## src/rtl/pipe_stage_register.sv

```systemverilog
// rtl/pipe_stage_register.sv - decode-to-execute pipeline register with stall, flush and perf counters
//
// Purpose:
//   Registers one decode-to-execute bundle of valid, control and datapath fields.
//   Flush has priority over stall, and stall has priority over load.
//   An invalid slot always carries CTRL_BUBBLE control, so it cannot write the
//   register file or memory. Every output comes straight from a flop.
//
// Optional feature:
//   When PIPE_STAGE_PERF_EN is defined, the block includes saturating stall and flush counters.
//   When it is not defined, the counters are tied to 0 and PerfClr is ignored.
//
// Ports:
//   clk, rst       rising-edge clock and asynchronous active-high reset
//   Stall, Flush   hold the register or replace it with a bubble
//   ValidIn, CtrlIn, DataIn     upstream slot
//   ValidOut, CtrlOut, DataOut  registered slot
//   PerfClr        synchronous clear of both counters
//   StallCount     edges stalled while holding a valid instruction
//   FlushCount     flushes that killed a valid instruction

module pipe_stage_register #(
  parameter int                CTRL_W      = 22,
  parameter int                DATA_W      = 175,
  parameter logic [CTRL_W-1:0] CTRL_BUBBLE = '0,
  parameter int                CNT_W       = 32
) (
  input  logic              clk,
  input  logic              rst,
  input  logic              Stall,
  input  logic              Flush,
  input  logic              ValidIn,
  input  logic [CTRL_W-1:0] CtrlIn,
  input  logic [DATA_W-1:0] DataIn,
  output logic              ValidOut,
  output logic [CTRL_W-1:0] CtrlOut,
  output logic [DATA_W-1:0] DataOut,
  input  logic              PerfClr,
  output logic [CNT_W-1:0]  StallCount,
  output logic [CNT_W-1:0]  FlushCount
);

  logic              r_valid;
  logic [CTRL_W-1:0] r_ctrl;
  logic [DATA_W-1:0] r_data;

  always_ff @(posedge clk or posedge rst) begin
    if (rst) begin
      r_valid <= 1'b0;
      r_ctrl  <= CTRL_BUBBLE;
      r_data  <= '0;
    end else if (Flush) begin
      r_valid <= 1'b0;
      r_ctrl  <= CTRL_BUBBLE;
      r_data  <= '0;
    end else if (!Stall) begin
      r_valid <= ValidIn;
      // An invalid slot never carries live control. The data is loaded anyway.
      r_ctrl  <= ValidIn ? CtrlIn : CTRL_BUBBLE;
      r_data  <= DataIn;
    end
  end

  assign ValidOut = r_valid;
  assign CtrlOut  = r_ctrl;
  assign DataOut  = r_data;

`ifdef PIPE_STAGE_PERF_EN
  logic [CNT_W-1:0] r_stall_cnt;
  logic [CNT_W-1:0] r_flush_cnt;
  logic             w_stall_hit;
  logic             w_flush_hit;

  // The counters sample the registered valid, so they count the instruction
  // that is actually held or killed, not the instruction arriving from upstream.
  assign w_stall_hit = Stall && !Flush && r_valid;
  assign w_flush_hit = Flush && r_valid;

  always_ff @(posedge clk or posedge rst) begin
    if (rst) begin
      r_stall_cnt <= '0;
      r_flush_cnt <= '0;
    end else if (PerfClr) begin
      r_stall_cnt <= '0;
      r_flush_cnt <= '0;
    end else begin
      // Each counter saturates at all-ones instead of wrapping.
      if (w_stall_hit && (r_stall_cnt != {CNT_W{1'b1}}))
        r_stall_cnt <= r_stall_cnt + CNT_W'(1);
      if (w_flush_hit && (r_flush_cnt != {CNT_W{1'b1}}))
        r_flush_cnt <= r_flush_cnt + CNT_W'(1);
    end
  end

  assign StallCount = r_stall_cnt;
  assign FlushCount = r_flush_cnt;
`else
  logic w_unused_perf_clr;

  assign w_unused_perf_clr = PerfClr;
  assign StallCount        = '0;
  assign FlushCount        = '0;
`endif

endmodule

```

## config.mk

```make
export PLATFORM = sky130hd
export DESIGN_NAME = pipe_stage_register
export DESIGN_NICKNAME = d
export VERILOG_FILES = /design/src/rtl/pipe_stage_register.sv
export SDC_FILE = /design/constraint.sdc
export NUM_CORES = 1
export LEC_CHECK = 0
export CORE_MARGIN = 2
export CORE_UTILIZATION = 26
export DETAILED_ROUTE_END_ITERATION = 8
export GPL_ROUTABILITY_DRIVEN = 0
export MAX_ROUTING_LAYER = met4
export PLACE_DENSITY = 0.72
export SETUP_SLACK_MARGIN = 0.02
export SLEW_MARGIN = 20
export SYNTH_ARGS = -nofsm -noshare
export SYNTH_HDL_FRONTEND = slang
export SYNTH_SLANG_ARGS = --single-unit
```

## constraint.sdc

```tcl
create_clock -name clk -period 5.9 [get_ports clk]
set_input_delay 0.59 -clock clk [delete_from_list [all_inputs] [get_ports clk]]
set_output_delay 0.59 -clock clk [all_outputs]
set_load 0.005 [all_outputs]
```

==> impl_metrics.env <==
export IMPL_run_status="finished clean"
export IMPL_cts_repair_timing_setup_buffer_count=0
export IMPL_skew_ps=0
export IMPL_grt_max_degree=128
export IMPL_layoutNonFillerInstCount=1548
export IMPL_first_global_vias=6389
export IMPL_clock_insertion_delay_worst_skew_ps=440
export IMPL_number_of_buffers_inserted_for_hold_repair_after_clock_tree_synthesis=0
export IMPL_floorplan_rows=66
export IMPL_postLayoutCellArea_um2=13200
export IMPL_grt_antenna_before_repair=2
export IMPL_power_leakage_nw=6.10
export IMPL_ys_ff_latch=198
export IMPL_commonest_cells_after_routing_fill_and_taps_aside="clkdlybuf4s50_1 (397), dfrtp_1 (198), mux2i_1 (176), nor2_1 (176), conb_1 (64)"
export IMPL_finalCritPeriodShare=0.345
export IMPL_max_slew_worst_pin_slew_ps=1070
export IMPL_crit_slowest_cell="buf_12"
export IMPL_avgViaCountPerCell=4.12
export IMPL_pre_cts_slack_ps=3350
export IMPL_initial_core_util=0.263
export IMPL_cp_start_kind="input pin"
export IMPL_pins_over_slew_limit=0
export IMPL_critical_path_buf_inv_count=2
export IMPL_p_per_area_nw_per_um2=245
export IMPL_place_area_um2=12600
export IMPL_synth_top_cells_by_area="dfrtp_1 (58%), mux2i_1 (21%), nor2_1 (7.7%)"
export IMPL_hold_path_class="register to register"
export IMPL_clock_tree_buffer_depth=2
export IMPL_design_final_nets=1294
export IMPL_final_hold_viol_count=0
export IMPL_crit_family="buffers and inverters"
export IMPL_number_of_port_buffers=399
export IMPL_dp_cells=1514
export IMPL_worst_slack_ps=3860
export IMPL_drv_max_cap_violation_count=0
export IMPL_final_setup_tns_ps=0
export IMPL_critPathArrivalTime_ps=2320
export IMPL_clock_root_buffer="clkbuf_16"
export IMPL_post_synth_cell_area_avg_um2=12.0
export IMPL_layout_min_cycle_time_ps=2040
export IMPL_ys_warnings_count=0
export IMPL_totalWireLength_um=24200
export IMPL_tritoncts_num_buffers=17
export IMPL_path_cells="buf_8 -> buf_12 -> mux2i_1 -> nor2_1"
export IMPL_place_hpwl_um=17100
export IMPL_grt_remaining_overflow=0
export IMPL_first_pass_iters=4
export IMPL_number_of_cells_upsized_or_downsized_after_cts=0
export IMPL_maxSlewHeadroom=0.287
export IMPL_design_power_total_mw=3.23
export IMPL_crit_type="input pin to register"
export IMPL_final_layout_size_suffix_gt1_frac=0.0344
export IMPL_end_kind="register"
export IMPL_vdd_ir_drop_worst_mv=0.177
export IMPL_grt_usage=0.139
export IMPL_worstPathMaxFanout=111
export IMPL_core_area_um2=32500
export IMPL_die_w_um=186
export IMPL_post_synth_top_area_fraction=0.578
export IMPL_worst_ep_required_time_ps=6180
export IMPL_final_antenna_net_count=0
export IMPL_setup_repair_after_global_routing_missed_its_margin="no"
export IMPL_syn_instance_count=716
export IMPL_io_pin_count=465
export IMPL_grt_first_pass_wirelength_um=35500
export IMPL_clkSinkCount=198
export IMPL_drc=0
export IMPL_routedWlPerCell_um=15.6
export IMPL_yosysUniqueCellTypes=17
export IMPL_max_freq_ghz=0.491
export IMPL_setup_viol_count_final=0
export IMPL_detailroute_via_count=6372
export IMPL_syn_to_final_growth_pct=53.7
export IMPL_floorplan_die_height_um=186
export IMPL_clk_pin_slew_worst_setup_hold_paths_ps=70
export IMPL_detailedRoute_firstIterationViolations=222
export IMPL_fp_dieArea_um2=34400
export IMPL_cts_tree="done"
export IMPL_max_stage_delay_ps=650
export IMPL_netlist_top_cell_by_area="dfrtp_1"
export IMPL_synth_seq_area_share=0.578
export IMPL_htreeDepth=4
export IMPL_layout_commonest_cell="clkdlybuf4s50_1"
export IMPL_netlist_area_um2=8570
==> report_power, final <==
| group | total (mW) | switching [mW] | internal [mW] |
|---|---|---|---|
| clock network | 1.24 | 0.550 | 0.688 |
| registers | 1.47 | 0.0393 | 1.43 |
| logic | 0.524 | 0.207 | 0.317 |
==> area by class of cell <==
| class | instances | area [um2] |
|---|---|---|
| fillers | 3173 | 19400 |
| flip-flops and latches | 198 | 4950 |
| repair buffers | 404 | 4050 |
| multi-input cells | 468 | 2980 |
| well taps | 442 | 553 |
| clock buffers | 20 | 447 |
| clock inverters | 12 | 166 |
| inverters | 2 | 11.3 |
| diodes | 2 | 5.00 |
==> synthesized netlist by cell type, drive strengths merged <==
library cell  count
a21oi            14
a32o              8
buf              99
clkbuf           12
conb              1
dfrtp           198
inv               2
mux2i           176
nand2            14
nand3b           14
nor2            176
nor2b             2
==> state kept, by name (all words and copies together), names as in the netlist <==
name,cells
DataOut,175
CtrlOut,22
ValidOut,1
==> through the flow <==
stage	hold slack, ps	util
after floorplan	489	-
after global placement	473	0.386
after detailed placement	481	0.386
after CTS	497	0.405
after global routing	527	0.405
final	494	0.405
==> final timing paths <==
path | start | to | slack, ps | cells after the start
setup / recovery | Stall | DataOut[172] | 3860 | 4
hold / removal | CtrlOut[19] | CtrlOut[19] | 490 | 1
setup reg to reg | DataOut[160] | DataOut[160] | 5130 | 2
hold reg to reg | CtrlOut[19] | CtrlOut[19] | 490 | 1
max in group asynchronous | rst | DataOut[105] | 3960 | 3
min in group asynchronous | rst | DataOut[123] | 690 | 2
==> logic make-up (layout without fill, tap and decap cells) <==
| family | Yosys count | count (layout) | synth area share |
|---|---|---|---|
| simple gates | 206 | 206 | 0.0969 |
| flops | 198 | 198 | 0.578 |
| mux | 176 | 176 | 0.206 |
| buf+inv | 113 | 438 | 0.101 |
| compound gates | 22 | 22 | 0.0175 |
| other cells | 1 | 66 | 0.000438 |
==> layer usage <==
layer | vias to the layer above | global-route usage | routed length [um]
met2 | 264 | 0.224 | 11800
met4 | 0 | 0.0460 | 397
met3 | 23 | 0.0434 | 1910
met1 | 3091 | 0.165 | 10000
met5 | - | - | 0
li1 | 2994 | - | -
No activity file was read; power rests on OpenSTA's default activity.
